`config.mk`:
```
export PLATFORM = sky130hd
export DESIGN_NAME = missile_ctl
export DESIGN_NICKNAME = d
export VERILOG_FILES = /design/src/rtl/missile_ctl_pkg.sv /design/src/rtl/missile_ctl_rise_edge.sv /design/src/rtl/missile_ctl.sv
export SDC_FILE = /design/constraint.sdc
export NUM_CORES = 1
export LEC_CHECK = 0
export CORE_MARGIN = 1.5
export CORE_UTILIZATION = 52
export CTS_BUF_LIST = sky130_fd_sc_hd__clkbuf_4 sky130_fd_sc_hd__clkbuf_8 sky130_fd_sc_hd__clkbuf_16
export DETAILED_ROUTE_END_ITERATION = 7
export PLACE_DENSITY = 0.92
export SETUP_SLACK_MARGIN = 0.02
export SLEW_MARGIN = 10
export SYNTH_ARGS = -nofsm -noshare
export SYNTH_HDL_FRONTEND = slang
export SYNTH_SLANG_ARGS = --single-unit
```
`constraint.sdc`:
```
create_clock -name pclk -period 2.23 [get_ports pclk]
set_input_delay 0.446 -clock pclk [delete_from_list [all_inputs] [get_ports pclk]]
set_output_delay 0.446 -clock pclk [all_outputs]
set_load 0.02 [all_outputs]
```
`src/rtl/missile_ctl_pkg.sv`:
```
// rtl/missile_ctl_pkg.sv - shared missile state encodings, coordinate width and defaults
package missile_ctl_pkg;

  localparam int COORD_W         = 11;
  localparam int CNT_W           = 16;
  localparam int DEF_SPEED       = 8;
  localparam int DEF_MISSILE_H   = 20;
  localparam int DEF_COOLDOWN_FR = 10;

  typedef enum logic [1:0] {
    ST_IDLE     = 2'd0,
    ST_FLY      = 2'd1,
    ST_COOLDOWN = 2'd2
  } missile_state_t;

  // Coordinates never wrap: anything that would go negative saturates at 0.
  function automatic logic [COORD_W-1:0] sat_sub(input logic [COORD_W-1:0] a,
                                                 input logic [COORD_W-1:0] b);
    return (a >= b) ? (a - b) : '0;
  endfunction

endpackage

```
`src/rtl/missile_ctl_rise_edge.sv`:
```
// rtl/missile_ctl_rise_edge.sv - one-register rising-edge detector for fire and vsync
module missile_ctl_rise_edge (
  input  logic pclk,
  input  logic rst,
  input  logic d,
  output logic rise
);

  logic d_q;

  always_ff @(posedge pclk or posedge rst) begin
    if (rst) d_q <= 1'b0;
    else     d_q <= d;
  end

  assign rise = d & ~d_q;

endmodule

```
`src/rtl/missile_ctl.sv`:
```
// rtl/missile_ctl.sv - single-missile launch/flight/cooldown controller
// AUTOFIRE_EN: when defined, a held fire level relaunches from IDLE.
module missile_ctl
  import missile_ctl_pkg::*;
#(
  parameter int SPEED       = DEF_SPEED,
  parameter int MISSILE_H   = DEF_MISSILE_H,
  parameter int COOLDOWN_FR = DEF_COOLDOWN_FR
) (
  input  logic               pclk,
  input  logic               rst,
  input  logic               fire,
  input  logic               hit,
  input  logic               vsync_in,
  input  logic [COORD_W-1:0] ship_xpos,
  input  logic [COORD_W-1:0] ship_ypos,
  output logic [COORD_W-1:0] xpos,
  output logic [COORD_W-1:0] ypos,
  output logic               on,
  output logic               ready
);

  localparam logic [COORD_W-1:0] SPEED_C = COORD_W'(SPEED);
  localparam logic [COORD_W-1:0] HEIGHT_C = COORD_W'(MISSILE_H);
  localparam logic [CNT_W-1:0] CD_LAST = (COOLDOWN_FR == 0) ? '0 : CNT_W'(COOLDOWN_FR - 1);

  logic fire_rise;
  logic tick;
  logic launch;
  logic fly_end;

  missile_ctl_rise_edge u_fire_edge (
    .pclk (pclk),
    .rst  (rst),
    .d    (fire),
    .rise (fire_rise)
  );

  missile_ctl_rise_edge u_vsync_edge (
    .pclk (pclk),
    .rst  (rst),
    .d    (vsync_in),
    .rise (tick)
  );

`ifdef AUTOFIRE_EN
  assign launch = fire | fire_rise;
`else
  assign launch = fire_rise;
`endif

  // Hit outranks a same-cycle tick, so ypos is left untouched on a hit.
  assign fly_end = hit | (tick & (ypos < SPEED_C));

  missile_state_t    state;
  logic [CNT_W-1:0]  cnt;

  always_ff @(posedge pclk or posedge rst) begin
    if (rst) begin
      state <= ST_IDLE;
      xpos  <= '0;
      ypos  <= '0;
      on    <= 1'b0;
      ready <= 1'b1;
      cnt   <= '0;
    end else begin
      case (state)
        ST_IDLE: begin
          if (launch) begin
            xpos  <= ship_xpos;
            ypos  <= sat_sub(ship_ypos, HEIGHT_C);
            on    <= 1'b1;
            ready <= 1'b0;
            state <= ST_FLY;
          end
        end
        ST_FLY: begin
          if (fly_end) begin
            on  <= 1'b0;
            cnt <= '0;
            if (COOLDOWN_FR == 0) begin
              ready <= 1'b1;
              state <= ST_IDLE;
            end else begin
              state <= ST_COOLDOWN;
            end
          end else if (tick) begin
            ypos <= sat_sub(ypos, SPEED_C);
          end
        end
        ST_COOLDOWN: begin
          if (tick) begin
            if (cnt == CD_LAST) begin
              ready <= 1'b1;
              state <= ST_IDLE;
            end else begin
              cnt <= cnt + 1'b1;
            end
          end
        end
        default: begin
          on    <= 1'b0;
          ready <= 1'b1;
          state <= ST_IDLE;
        end
      endcase
    end
  end

endmodule

```
=== Word level (Yosys, flattened, before mapping) ===
Cells that the tools add are included.

* Add/subtract/negate cells: 3
* Multiply operators: 0
* Div/mod/pow operators: 0
* Order comparisons: 3
* Eq/ne operators: 10
* Shift operators: 0
* Muxes and demuxes: 22
* Bitwise gates (word level): 8
* Reduce and logical (&&, ||, !) cells: 9

{| class="wikitable"
|+ Operators by type and width
! operator !! count
|-
| 11-bit 2-to-1 mux || 5
|-
| 16-bit 2-to-1 mux || 3
|-
| 16-bit case mux with 2 select lines || 1
|-
| 11-bit case mux with 2 select lines || 1
|-
| 16-bit by 1-bit adder with 16-bit output, second input constant || 1
|-
| 16-bit by 4-bit equality test with 1-bit output, second input constant || 1
|-
| 4-bit AND reduction || 4
|-
| 2-bit != test, second input constant || 7
|-
| 11-bit by 4-bit >= comparator with 1-bit output, second input constant || 1
|-
| 11-bit by 5-bit >= comparator with 1-bit output, second input constant || 1
|-
| 11-bit by 4-bit less-than comparator with 1-bit output, second input constant || 1
|-
| 11-bit by 4-bit subtractor with 11-bit output, second input constant || 1
|-
| 11-bit by 5-bit subtractor with 11-bit output, second input constant || 1
|-
| 2-bit 2-to-1 mux || 4
|-
| 1-bit case mux with 3 select lines || 2
|-
| 2-bit case mux with 3 select lines || 1
|-
| 1-bit 2-to-1 mux || 5
|-
| 1-bit NOT || 4
|-
| 2-bit nonzero test || 2
|-
| 1-bit AND || 3
|-
| 3-bit AND reduction || 1
|-
| 2-bit by 1-bit equality test with 1-bit output, second input constant || 1
|-
| 2-bit equality test, second input constant || 1
|-
| 2-bit logical NOT || 1
|-
| 2 further kinds || 2
|}

* Register bits after elaboration: 44
* Latch bits: 0
* Bits in writable memories: 0
* Memory bits (read-only): 0
* Input port bits: 27
* Output and inout bits: 24
* Memories: 0

=== Longest topological paths before layout ===
* Depth after elaboration: 6
* Gate-level depth with buffers: 9
* Depth with buffers taken out: 7

=== Cells and area by module ===
From an unflattened synthesis, not the netlist that was laid out.

* Cells, all modules: 268
* Area total of the unflattened synthesis: 2,423.6 sq um

{| class="wikitable"
|+ By module, submodules not included
! module !! times used !! cells an instance !! area each (sq um) !! seq. area each (sq um)
|-
| missile_ctl || 1 || 262 || 2,338.5 || 1,052.3
|-
| missile_ctl_rise_edge || 2 || 3 || 42.5 || 25.0
|}

=== Worst setup path after synthesis ===
OpenSTA, ideal clock, no wires.

* Path type: reg2reg
* From: register ypos[3]
* To: register cnt[12]
* Setup time: 0.067 ns
* Arrival: 2.107 ns
* Required time: 2.163 ns
* Setup slack: 0.057 ns
* Stages on the path, launching flop included: 9
* Period minus slack after synthesis: 2.173 ns
* Cell sequence: dfrtp_1 -> inv_1 -> ha_1 -> nor3b_4 -> a31oi_1 -> nor2_1 -> clkbuf_1 -> or4b_2 -> nand2_1

* Word-level cells in the longest chain between the ends: 5

{| class="wikitable"
|+ Ends and longest elaborated chain
! element !! RTL line !! source
|-
| start: declaration || missile_ctl.sv:18 || <nowiki>output logic [COORD_W-1:0] ypos,</nowiki>
|-
| start signal: assignment || missile_ctl.sv:71 || <nowiki>ypos <= sat_sub(ship_ypos, HEIGHT_C);</nowiki>
|-
| start signal: assignment || missile_ctl.sv:88 || <nowiki>ypos <= sat_sub(ypos, SPEED_C);</nowiki>
|-
| 11-bit by 4-bit less-than comparator with 1-bit output || missile_ctl.sv:53 || <nowiki>assign fly_end = hit | (tick & (ypos < SPEED_C));</nowiki>
|-
| 1-bit AND || missile_ctl.sv:53 ||
|-
| 1-bit OR || missile_ctl.sv:53 ||
|-
| 2-bit != test (no line) || - ||
|-
| 4-bit AND reduction (no line) || - ||
|-
| end signal: assignment || missile_ctl.sv:97 || <nowiki>cnt <= cnt + 1'b1;</nowiki>
|-
| end: declaration || missile_ctl.sv:56 || <nowiki>logic [CNT_W-1:0] cnt;</nowiki>
|}

Every way passes these cells.
A chain may end at the register's enable or synchronous reset.

=== Worst setup path after layout ===
* From: input ship_ypos[2]
* To: register ypos[3]

* Word-level cells in the longest chain between the ends: 4
* Elaborated cells between the ends (all ways): 5

{| class="wikitable"
|+ Ends and longest elaborated chain
! element !! RTL line !! source
|-
| start: declaration || missile_ctl.sv:16 || <nowiki>input logic [COORD_W-1:0] ship_ypos,</nowiki>
|-
| 11-bit by 5-bit subtractor with 11-bit output or 11-bit by 5-bit >= comparator with 1-bit output (tied branches) || missile_ctl_pkg.sv:19 || <nowiki>return (a >= b) ? (a - b) : '0;</nowiki>
|-
| 11-bit 2-to-1 mux (*) || missile_ctl_pkg.sv:19 ||
|-
| 11-bit 2-to-1 mux (*) || missile_ctl.sv:69 || <nowiki>if (launch) begin</nowiki>
|-
| 11-bit case mux with 2 select lines (*) || missile_ctl.sv:67 || <nowiki>case (state)</nowiki>
|}

Every way passes the cells marked *; elsewhere a longest branch is shown, timed or not. The select of a mux whose other input is x is not followed.

==> impl_results.md <==
* Most common cell after layout, fill and taps aside: sky130_fd_sc_hd__nand2_1
* Prevailing post-synth register cell: sky130_fd_sc_hd__dfrtp_1
* Placer congestion estimate at 0.928
* Clock Root Buffer: sky130_fd_sc_hd__clkbuf_8
* Count of antenna diodes in the layout at 0
* Post-synthesis cell type count at 57
* Net Count, Synth at around 320
* Clock latency reported for the late side of the worst-skew pair at 0.30 ns
* Syn. warnings at 0
* Worst Hold Depth at 2
* Top-Level Pins at 51
* CTS Buf Count at 5
* Total of flip-flops plus latches after synthesis at 44
* Pin slew with the least headroom to its limit at 0.550 ns
* Arrival time at the worst endpoint at 2.32 ns
* Final core utilization at between 70% and 80%
* Num Clock Sinks at 44
* Switching Share at between 40% and 50%
* Placeable core area at about 4800 um^2
* Outcome: finished, final reports clean
* Worst supply voltage drop on vdd at around 0.95 mV
* Area of the mapped netlist at around 2600 um^2
* Pwr/cell area at ~1000 nW/um^2
* Routed wire length at between 7 and 8 mm
* Worst clock skew at 0.00992 ns
* Number of detailed-route iterations in the first pass at 5
* Leakage power figure at around 1.6 nW
* Count of port buffers added during placement at 50
* Relative max-transition margin at between 60 and 70%
* Path type of the worst min-delay path: reg -> reg
* Effective utilization at floorplan at a little over half
* H-Tree Level Count at 2
* Area added between synthesis and finish at 34.8%
* Remaining antenna violation count after routing at 0
* Final net count at approximately 400
* Detailed Route Iter0 Violations at 200
* Crit end category: flop
* Seq pwr share at 37.0%
* Count of flip-flops with a built-in enable after synthesis at 0
* Final number of hold-violating endpoints at 0
* Commonest cells after routing, fill and taps aside: sky130_fd_sc_hd__nand2_1, sky130_fd_sc_hd__clkdlybuf4s50_1, sky130_fd_sc_hd__dfrtp_1
* Final Max Slew Viols at 0
* Internal power contribution at 0.00208 W
* Via count of the first global-routing pass at approximately 2,600
* Req. time, crit path at approximately 2.4 ns
* Global-route wire length before repair at 11.6 mm
* Number of placement rows at 25
* All-layer global routing usage at between 20% and 30%
* DR WL/cell at 16.4 um
* Pin count of the biggest net entering global routing at 45
* Final clock period utilization by the worst path at around 95%
* Remaining design rule violation count at 0
* Placed wire-length estimate at roughly 5.1 mm
* Clock Path Buffers at 2
* Antenna violations before repair at 0
* Final setup violation count at 0
* Fill cell total of the finished layout at 320
* Overall overflow remaining after global route at 0
* Max FO, Critical Path at 5
* Seq/Total Area, Yosys at 42.6%
* Cell depth of the worst flop-to-flop path at 7
* Total Die Area at between 5000 and 6000 um^2
* Via count at around 2,700
* Nature of the critical path startpoint: input port
* Mapped Avg Cell Area at about 9 um^2
* Switch Pwr at 0.00142 W
* Final hold slack at 0.475 ns
* Max Clock Freq at ~470 MHz
* Maxcap violations at 0
* Class of the most critical setup path: in -> reg
* Post-CTS Hold Buffers at 0
* Final critical path time including I/O delays and setup at around 2.1 ns
* Post-synthesis async set-or-reset flop share at 100%
* TritonCTS clock tree: done
* Post-Syn Instances at 289
* Share of post-route cells with drive strength above 1 at ~19%
* Clock transition at the registers of the reported paths at ~0.090 ns
* Die extent in y at approximately 74 um
* Routed via count divided by cell count at 6.16
* Horizontal die dimension at ~74 um
* Combinational group share of total power at 48.5%
* Fraction of power consumed by the clock network at roughly 14%
layout make-up:
class / instances / area (um^2) / share of cell area [%]
Multi-Input combinational cell: 221 / 1370 / 39.2
Clock buffer: 7 / 83.8 / 2.40
Tap cell: 67 / 83.8 / 2.40
Clock inverter: 1 / 5.00 / 0.143
Inverter: 10 / 37.5 / 1.08
Timing Repair Buffer: 89 / 806 / 23.1
Sequential cell: 44 / 1100 / 31.6
per-stage QoR:
stage | setup TNS [ns] | total power (W) | std cells | setup WS, ns | instance area, um^2
after floorplan | 0 | 0.00218 | 289 | 0.0566 | 2590
after global placement | -0.615 | 0.00286 | 427 | -0.109 | 3360
after detailed placement | -2.34 | 0.00293 | 427 | -0.194 | 3360
after CTS | 0 | 0.00346 | 435 | 0.0356 | 3450
after global routing | -0.00578 | 0.00370 | 439 | -0.00578 | 3490
final | 0 | 0.00350 | 439 | 0.117 | 3490
metal layers:
layer / global-route usage (%) / vias to the layer above / share of wire [%]
li1: - / 1233 / -
met1: 34.0 / 1275 / 38
met2: 46.2 / 159 / 50
met3: 6.31 / 36 / 8.3
met4: 12.1 / 0 / 2.8
met5: 0 / - / 0
power groups by stage:
stage	combinational [W]	clock (W)	sequential [W]
final	0.00170	0.000507	0.00130
after global routing	0.00181	0.000557	0.00133
after floorplan	0.000681	0	0.00150
after detailed placement	0.00163	0	0.00130
after CTS	0.00165	0.000513	0.00129
after global placement	0.00158	0	0.00128
sequential cells by signal, summed over array words and instances, names as in the netlist:
signal	flops
cnt	16
xpos	11
ypos	11
state	2
on	1
ready	1
u_fire_edge.d_q	1
u_vsync_edge.d_q	1
kinds of logic (layout without fill, tap and decap cells):
family	after synthesis	after routing	share of synthesized area, %
fa+ha+maj	5	5	2.42
compound gates	55	55	15.1
buf+inv	24	107	4.88
simple gates	157	157	33.6
xor+xnor	3	3	1.02
flops	44	44	42.6
mux	1	1	0.387
synth_stat cells (all sizes together) (2+ instances only):
master,n,area [um^2]
nand4b,2,17.5
inv,10,37.5
ha,5,62.6
o31ai,2,15.0
a2bb2oi,2,17.5
nand4,6,37.5
nor2,19,73.8
and2,2,12.5
nor3b,3,33.8
a31o,2,17.5
buf,6,48.8
a31oi,2,12.5
xor2,2,17.5
a21oi,12,60.1
and4,3,26.3
nand2,61,229
o211ai,13,97.6
clkbuf,8,40.0
nor4,8,65.1
o21ai,11,58.8
nor3,6,35.0
and3,5,32.5
nor2b,4,25.0
dfrtp,43,1080
nand3,12,60.1
a211oi,2,15.0
or2,2,12.5
or4,18,148
critical path, stage by stage:
cell                              delay [ns]
sky130_fd_sc_hd__clkdlybuf4s50_1        0.50
sky130_fd_sc_hd__ha_1                   0.16
sky130_fd_sc_hd__nor4bb_1               0.31
sky130_fd_sc_hd__buf_4                  0.19
sky130_fd_sc_hd__nor3_2                 0.05
sky130_fd_sc_hd__a21oi_2                0.22
sky130_fd_sc_hd__nor2b_2                0.23
sky130_fd_sc_hd__a2bb2oi_1              0.22
path summary, 6_finish.rpt:
check	start	endpoint	slack [ns]
max in group asynchronous	rst	cnt[0]	1.23
min in group asynchronous	rst	ypos[1]	0.59
min	xpos[9]	xpos[9]	0.48
max reg2reg	ypos[3]	ypos[8]	0.12
max	ship_ypos[2]	ypos[3]	0.12
min reg2reg	xpos[9]	xpos[9]	0.48
timing repair:
action / 4_1_cts / 5_1_grt
gates resized for setup: 0 / 4
endpoints found under the hold margin: 0 / 0
setup endpoints to repair: 0 / 7
setup buffers: 0 / 4
Note: power is estimated with default switching activity, not from simulation.
